`src/rtl/vc_pkg.sv`:
```
// vc_pkg: shared widths and destination codes for the VC destination router
package vc_pkg;
    localparam int BW_DEF = 6;
    localparam int DEST_BIT_DEF = 4;
    localparam logic DEST_D0 = 1'b0;
    localparam logic DEST_D1 = 1'b1;
    localparam int CNT_W = 8;
    localparam int DROP_W = 4;
endpackage

```
`src/rtl/vc_skid_reg.sv`:
```
// vc_skid_reg: one-word skid register in front of a destination FIFO, older word wins
module vc_skid_reg import vc_pkg::*; #(
    parameter int BW = BW_DEF
) (
    input  logic          clk,
    input  logic          reset_L,
    input  logic          inc,
    input  logic          full,
    input  logic [BW-1:0] in_data,
    output logic          push,
    output logic [BW-1:0] data,
    output logic          hold,
    output logic          drop
);
    logic          hold_v;
    logic [BW-1:0] hold_q;
    assign push = !full & (hold_v | inc);
    assign data = hold_v ? hold_q : in_data;
    assign hold = hold_v;
    assign drop = full & inc & hold_v;
    // load on refill (held word leaves, incoming stays) or on first capture while full
    always_ff @(posedge clk) begin
        if (!reset_L) begin
            hold_v <= 1'b0;
            hold_q <= '0;
        end else begin
            hold_v <= hold_v ? (full | inc) : (full & inc);
            if (inc & (hold_v ^ full))
                hold_q <= in_data;
        end
    end
endmodule

```
`src/rtl/vc_dest_router.sv`:
```
// vc_dest_router: aligns VC0/VC1 pops with FIFO read data and routes words to D0/D1 via skid registers
// Optional VC_ROUTE_CNT_EN adds per-destination push counters and a saturating drop counter.
module vc_dest_router import vc_pkg::*; #(
    parameter int BW = BW_DEF,
    parameter int DEST_BIT = DEST_BIT_DEF
) (
    input  logic          clk,
    input  logic          reset_L,
    input  logic          VC0_rd,
    input  logic          VC1_rd,
    input  logic          vc0_delay,
    input  logic [BW-1:0] VC0_data,
    input  logic [BW-1:0] VC1_data,
    input  logic          D0_full,
    input  logic          D1_full,
    output logic          D0_push,
    output logic [BW-1:0] D0_data,
    output logic          D1_push,
    output logic [BW-1:0] D1_data,
    output logic          D0_hold,
    output logic          D1_hold,
    output logic          route_err
`ifdef VC_ROUTE_CNT_EN
    ,
    output logic [CNT_W-1:0]  D0_cnt,
    output logic [CNT_W-1:0]  D1_cnt,
    output logic [DROP_W-1:0] drop_cnt
`endif
);
    logic          pend_q, sel_q, in_v_q;
    logic [BW-1:0] in_q;
    logic          inc0, inc1, drop0, drop1;
    // a simultaneous pop of both VCs is illegal; VC0 wins and the event is flagged
    always_ff @(posedge clk) begin
        if (!reset_L) begin
            pend_q    <= 1'b0;
            sel_q     <= 1'b0;
            in_v_q    <= 1'b0;
            in_q      <= '0;
            route_err <= 1'b0;
        end else begin
            pend_q    <= VC0_rd | VC1_rd;
            sel_q     <= vc0_delay & VC1_rd & !VC0_rd;
            in_v_q    <= pend_q;
            in_q      <= sel_q ? VC1_data : VC0_data;
            route_err <= route_err | (VC0_rd & VC1_rd) | drop0 | drop1;
        end
    end
    assign inc0 = in_v_q & (in_q[DEST_BIT] == DEST_D0);
    assign inc1 = in_v_q & (in_q[DEST_BIT] == DEST_D1);
    vc_skid_reg #(.BW(BW)) u_skid0 (
        .clk(clk), .reset_L(reset_L), .inc(inc0), .full(D0_full), .in_data(in_q),
        .push(D0_push), .data(D0_data), .hold(D0_hold), .drop(drop0)
    );
    vc_skid_reg #(.BW(BW)) u_skid1 (
        .clk(clk), .reset_L(reset_L), .inc(inc1), .full(D1_full), .in_data(in_q),
        .push(D1_push), .data(D1_data), .hold(D1_hold), .drop(drop1)
    );
`ifdef VC_ROUTE_CNT_EN
    logic [DROP_W:0] drop_sum;
    assign drop_sum = {1'b0, drop_cnt} + (DROP_W+1)'(drop0) + (DROP_W+1)'(drop1);
    always_ff @(posedge clk) begin
        if (!reset_L) begin
            D0_cnt   <= '0;
            D1_cnt   <= '0;
            drop_cnt <= '0;
        end else begin
            D0_cnt   <= D0_cnt + CNT_W'(D0_push);
            D1_cnt   <= D1_cnt + CNT_W'(D1_push);
            drop_cnt <= drop_sum[DROP_W] ? '1 : drop_sum[DROP_W-1:0];
        end
    end
`endif
endmodule

```
`config.mk`:
```
export PLATFORM = sky130hd
export DESIGN_NAME = vc_dest_router
export DESIGN_NICKNAME = d
export VERILOG_FILES = /design/src/rtl/vc_pkg.sv /design/src/rtl/vc_skid_reg.sv /design/src/rtl/vc_dest_router.sv
export SDC_FILE = /design/constraint.sdc
export NUM_CORES = 1
export LEC_CHECK = 0
export BUFFER_PORTS_ARGS = -buffer_cell sky130_fd_sc_hd__clkbuf_2
export CAP_MARGIN = 20
export CORE_ASPECT_RATIO = 0.9
export CORE_MARGIN = 5
export CORE_UTILIZATION = 49
export DETAILED_ROUTE_END_ITERATION = 8
export MAX_ROUTING_LAYER = met4
export PLACE_DENSITY = 0.77
export REMOVE_ABC_BUFFERS = 1
export SLEW_MARGIN = 20
export SYNTH_ARGS = -nofsm -noshare
export SYNTH_HDL_FRONTEND = slang
export SYNTH_HIERARCHICAL = 1
export SYNTH_SLANG_ARGS = --single-unit
```
`constraint.sdc`:
```
create_clock -name clk -period 1.65 [get_ports clk]
set_clock_uncertainty 0.15 [all_clocks]
set_input_delay 0.165 -clock clk [delete_from_list [all_inputs] [get_ports clk]]
set_output_delay 0.165 -clock clk [all_outputs]
set_load 0.1 [all_outputs]
```
==> run summary, run 1 <==
first-pass iteration count of the detailed router -> 4
maximum fanout along the worst path -> 9
Initial Util -> 51.5%
Vias/cell -> 5.04
final worst path period share -> 98.1%
Hold Vio Cnt, Final -> 0
vias in the first global route -> 963
WP data required -> 1.33 ns
initial antenna violation count -> 0
Worst Max-Slew Pin Slew -> 0.601 ns
first-pass GRT wire length -> 4.48 mm
Lkg Pwr -> 0.723 nW
Root Driver -> clkbuf_4
WL/cell -> 13.8 microns
register area share after synthesis -> 42.3%
post-DP HPWL -> 1.83 mm
DRT iter0 DRCs -> 12
Post-Syn Area per Cell -> 9.95 sq um
Setup CP Type -> flop to output port
cts bufs inserted -> 3
Pwr Density -> 746 nW/um^2
final design utilization -> 80.8%
Mapped Cells -> 114
CTS H-tree depth -> 1
Slew Viols, Final -> 0
GRT Overall Usage -> 17.6%
Yosys reg bits -> 24
Tmin final -> 1.62 ns
f_max -> 618 MHz
final RePlAce weighted congestion -> 0.701
maximum vdd ir drop -> 0.687 mV
global route overflow -> 0
Worst Setup Start Kind -> flop
area of the core -> 2200 sq um
DIE WIDTH -> 60.7 microns
Area growth syn-to-layout -> 56.8%
DRC -> 0
final setup fails -> 0
pin count of the biggest net entering global routing -> 37
dpl ws -> 0.0354 ns
share of layout cells above drive strength 1 -> 42.2%
Rows -> 16
normalized max-slew margin -> 59.9%
Ant. Diodes -> 0
mapped cell area -> 1130 sq um
clock latency on the worst-skew pair -> 0.31 ns
CTS tree -> yes
Max-cap violations -> 0
worst setup margin -> 0.0309 ns
clk slew on worst S/H paths -> 0.13 ns
Yosys warning count -> 6
Post-Route WL -> 2.66 mm
Final nets -> 186
status -> complete, no violations
Die Y -> 55.7 microns
RSZ-0062 raised after global routing -> true
CP Data Arrival Time -> 1.30 ns
CTS max path bufs -> 2
Vias -> 973
# IOs -> 36
ANT nets after route -> 0
die area -> 3380 sq um
Min-Delay Path Class -> input pin to flop
CTS Sinks -> 24
number of distinct library cells after synthesis -> 17
PortBufs -> 35
CP Capture Type -> output port
==> final cells by class <==
cell class              count  area, sq um
multi-input cells          83          612
repair buffers             55          603
flip-flops and latches     24          494
fillers                   132          423
clock buffers               4         36.3
well taps                  27         33.8
==> state kept, by name, indices dropped and copies added (netlist names) <==
register and count:
u_skid1/hold 1, in_v_q 1, u_skid0/hold 1, pend_q 1
u_skid1/hold_q 6, u_skid0/hold_q 6, route_err 1, sel_q 1
in_q 6
==> what timing repair did <==
item                                   4_1_cts  5_1_grt
setup endpoints to repair                   14       17
gates resized for setup                      9        5
hold buffers                                15        0
buffers inserted                             0        5
gates cloned                                 0        0
endpoints found under the hold margin        8        0
pin swaps                                    0        1
==> stage by stage <==
step | total power, mW | hold slack [ns] | TNS, ns | cells | area (sq um)
after floorplan | 0.853 | 0.125 | -12.61 | 107 | 1070
after global placement | 0.990 | 0.251 | 0 | 169 | 1520
after detailed placement | 0.998 | 0.267 | 0 | 169 | 1520
after CTS | 1.33 | 0.000777 | -0.000926 | 188 | 1730
after global routing | 1.39 | -0.00975 | -0.136 | 193 | 1780
final | 1.33 | 0.00313 | 0 | 193 | 1780
==> report_power, final <==
part           internal (mW)  switching, mW
registers              0.595         0.0206
logic                  0.167          0.239
clock network          0.135          0.170
total                  0.897          0.430
==> kinds of logic (layout without fill, tap and decap cells) <==
logic type	after synthesis	after routing	share of synthesized area, %
buf+inv	7	59	5.29
flops	24	24	42.3
xor+xnor	2	2	1.54
simple gates	45	45	18.9
mux	30	30	27.8
compound gates	6	6	4.19
==> synthesized netlist by cell type <==
| cell | instances | area [sq um] |
|---|---|---|
| mux2i_1 | 18 | 180 |
| nor2b_1 | 8 | 50.1 |
| xor2_1 | 2 | 17.5 |
| nor2_1 | 4 | 15.0 |
| and2_1 | 4 | 25.0 |
| buf_4 | 1 | 7.51 |
| a2111oi_2 | 1 | 15.0 |
| nand2_1 | 26 | 97.6 |
| and4b_2 | 1 | 11.3 |
| clkbuf_1 | 2 | 7.51 |
| and3_2 | 2 | 15.0 |
| dfxtp_1 | 24 | 480 |
| a21boi_0 | 2 | 15.0 |
| buf_6 | 4 | 45.0 |
| mux2_2 | 12 | 135 |
| o21ai_0 | 2 | 10.0 |
| o21a_1 | 1 | 7.51 |
==> layout by cell type, fill, tap and decap left out <==
cell type,n
xor2_1,2
mux2i_1,18
clkbuf_2,19
dlygate4sd3_1,15
nor2b_1,7
dfxtp_4,3
a21boi_0,2
and3_2,2
clkbuf_4,3
nor2_2,3
a2111oi_2,1
nand2_1,26
buf_12,16
and4b_2,1
nor2b_4,1
o21a_1,1
o21ai_0,2
mux2_2,12
dfxtp_1,19
nor2_1,1
and2_4,1
dfxtp_2,2
buf_4,5
clkbuf_8,1
and2_1,3
==> routing by layer <==
metal / wire, microns / track usage [%] / up-vias
li1: - / - / 489
met1: 1100 / 22.0 / 462
met2: 1440 / 28.4 / 20
met3: 92 / 2.78 / 2
met4: 28 / 5.57 / 0
met5: 0 / - / -
==> worst paths after layout <==
| path | cells after the start | startpoint | slack [ns] | end |
|---|---|---|---|---|
| setup reg to reg | 4 | u_skid1/hold | 0.10 | u_skid1/hold_q[1] |
| setup / recovery | 2 | u_skid0/hold | 0.03 | D0_data[3] |
| hold reg to reg | 2 | u_skid0/hold_q[5] | 0.32 | u_skid0/hold_q[5] |
| hold / removal | 3 | D1_full | 0.003 | u_skid1/hold |
==> worst max-delay path, cell delays in order, from the launching register on <==
cell	delay, ns
dfxtp_4	0.44
mux2_2	0.38
buf_12	0.17
Note: power is estimated with default switching activity, not from simulation.
==> inputs of run 2 (changes only) <==
--- a/config.mk
+++ b/config.mk
@@ -9,10 +9,10 @@
 export CAP_MARGIN = 20
 export CORE_ASPECT_RATIO = 0.9
 export CORE_MARGIN = 5
-export CORE_UTILIZATION = 49
+export CORE_UTILIZATION = 53
 export DETAILED_ROUTE_END_ITERATION = 8
 export MAX_ROUTING_LAYER = met4
-export PLACE_DENSITY = 0.77
+export PLACE_DENSITY = 0.82
 export REMOVE_ABC_BUFFERS = 1
 export SLEW_MARGIN = 20
 export SYNTH_ARGS = -nofsm -noshare
==> constraint.sdc (replaced) <==
create_clock -name clk -period 2.1 [get_ports clk]
set_clock_uncertainty 0.15 [all_clocks]
set_input_delay 0.21 -clock clk [delete_from_list [all_inputs] [get_ports clk]]
set_output_delay 0.21 -clock clk [all_outputs]
set_load 0.1 [all_outputs]
==> run 2 against run 1 <==
Compared with the run above: register-to-register slack better by 0.36 ns; non-clock buffer count is 10 lower; power is 27% lower; largest cell class unchanged; largest power group unchanged; critical path depth stayed put; die area is 6.3% lower; via count is 7.7% lower.
==> run summary, run 2 (synthesized netlist as in run 1, its figures left out) <==
maximum vdd ir drop -> 0.518 mV (was 0.687 mV)
global route overflow -> 0 (unchanged)
WP data required -> 1.74 ns (was 1.33 ns)
biggest registers after layout -> in_q (6), u_skid0/hold_q (6), u_skid1/hold_q (6) (unchanged)
PortBufs -> 35 (unchanged)
Rows -> 15 (was 16)
GRT Overall Usage -> 18.1% (was 17.6%)
Post-Route WL -> 2.39 mm (was 2.66 mm)
cts bufs inserted -> 3 (unchanged)
Initial Util -> 57.6% (was 51.5%)
clk slew on worst S/H paths -> 0.13 ns (about the same)
Die Y -> 53.9 microns (was 55.7 microns)
pin count of the biggest net entering global routing -> 37 (unchanged)
DRT iter0 DRCs -> 9 (was 12)
CTS tree -> yes (unchanged)
WL/cell -> 13.2 microns (was 13.8 microns)
total power -> 971 uW (was 1.33 mW)
Worst Setup Start Kind -> flop (unchanged)
CP Data Arrival Time -> 1.66 ns (was 1.30 ns)
final RePlAce weighted congestion -> 0.797 (was 0.701)
clock latency on the worst-skew pair -> 0.32 ns (was 0.31 ns)
CP Capture Type -> output port (unchanged)
Lkg Pwr -> 0.603 nW (was 0.723 nW)
post-DP HPWL -> 1.65 mm (was 1.83 mm)
first-pass GRT wire length -> 4.14 mm (was 4.48 mm)
DRC -> 0 (unchanged)
Max-cap violations -> 0 (unchanged)
ANT nets after route -> 0 (unchanged)
RSZ-0062 raised after global routing -> false (was true)
Min-Delay Path Class -> input pin to flop (unchanged)
area of the core -> 1970 sq um (was 2200 sq um)
Layout Cells excl Fill -> 181 (was 193)
share of layout cells above drive strength 1 -> 35.9% (was 42.2%)
Ant. Diodes -> 0 (unchanged)
Vias -> 898 (was 973)
final worst path period share -> 96.2%
Hold Vio Cnt, Final -> 0 (unchanged)
first-pass iteration count of the detailed router -> 4 (unchanged)
maximum fanout along the worst path -> 11 (was 9)
f_max -> 495 MHz
Worst Hold Slack -> 0.00108 ns (was 0.00313 ns)
normalized max-slew margin -> 60.6% (was 59.9%)
DP Cell Count -> 167 (was 169)
CTS H-tree depth -> 1 (unchanged)
Tmin final -> 2.02 ns
vias in the first global route -> 914 (was 963)
Pwr Density -> 684 nW/um^2 (was 746 nW/um^2)
DIE WIDTH -> 58.8 microns (was 60.7 microns)
post-CTS setup buffer count -> 0 (unchanged)
Area growth syn-to-layout -> 25.0% (was 56.8%)
Root Driver -> clkbuf_4 (unchanged)
CTS max path bufs -> 2 (unchanged)
# IOs -> 36 (unchanged)
initial antenna violation count -> 0 (unchanged)
Worst Max-Slew Pin Slew -> 0.592 ns (was 0.601 ns)
Final nets -> 176 (was 186)
Setup CP Type -> flop to output port (unchanged)
final design utilization -> 72.0% (was 80.8%)
Vias/cell -> 4.96 (was 5.04)
most common cell after layout, fill and taps aside -> clkbuf_2 (was nand2_1)
final setup fails -> 0 (unchanged)
status -> complete, no violations (unchanged)
CTS Sinks -> 24 (unchanged)
Slew Viols, Final -> 0 (unchanged)
most frequent cells in the layout -> clkbuf_2, nand2_1, dfxtp_1 (was nand2_1, dfxtp_1, clkbuf_2)
die area -> 3170 sq um (was 3380 sq um)
## run 2: changes by cell type in the layout (fill, tap and decap cells not counted)
cell and delta:
nor2_2 -3, clkbuf_2 +16, nor2_1 +3, nor2b_1 +1, buf_12 -16, dfxtp_1 +4, dfxtp_2 -1, and2_4 -1
and2_1 +1, dlygate4sd3_1 -5, dfxtp_4 -3, nor2b_4 -1, buf_4 -5
## run 2: final timing paths
path                 from  slack [ns]         end  depth (start not counted)
max          u_skid0/hold        0.08  D0_data[1]                          2
min           VC0_data[5]       0.001     in_q[5]                          3
max reg2reg         sel_q        0.46     in_q[3]                          3
min reg2reg        pend_q        0.31      in_v_q                          1
## run 2: through the flow
stage / setup WS (ns) / setup TNS, ns / area, sq um
final: 0.0802 / 0 / 1420
after detailed placement: 0.437 / 0 / 1280
after floorplan: -0.772 / -2.14 / 1070
after global routing: 0.00317 / 0 / 1420
after global placement: 0.447 / 0 / 1280
after CTS: 0.0580 / 0 / 1420
## run 2: timing repair
action	4_1_cts	5_1_grt
hold endpoints to repair	5	0
resized for setup	0	1
hold buffers	10	0
setup endpoints to repair	0	6
## run 2: routing by layer
layer	up-vias	GRT usage, %	wire length (microns)
met5	-	-	0
met4	0	9.06	48
met3	5	2.40	109
li1	465	-	-
met1	404	20.4	1020
met2	24	31.4	1210
## run 2: final cells by class
type                    count  area (sq um)
clock buffers               4          36.3
well taps                  25          31.3
fillers                   162           552
repair buffers             45           275
flip-flops and latches     24           482
multi-input cells          83           594
## run 2: critical path, cell delays in order (launching register included)
cell and delay (ns):
dfxtp_1 0.58, mux2_2 0.39, clkbuf_2 0.37
## run 2: power by group
group	internal, mW	leakage [nW]	switching, mW
Clock	0.106	0.0210	0.137
Combinational	0.0675	0.385	0.175
Sequential	0.470	0.197	0.0147
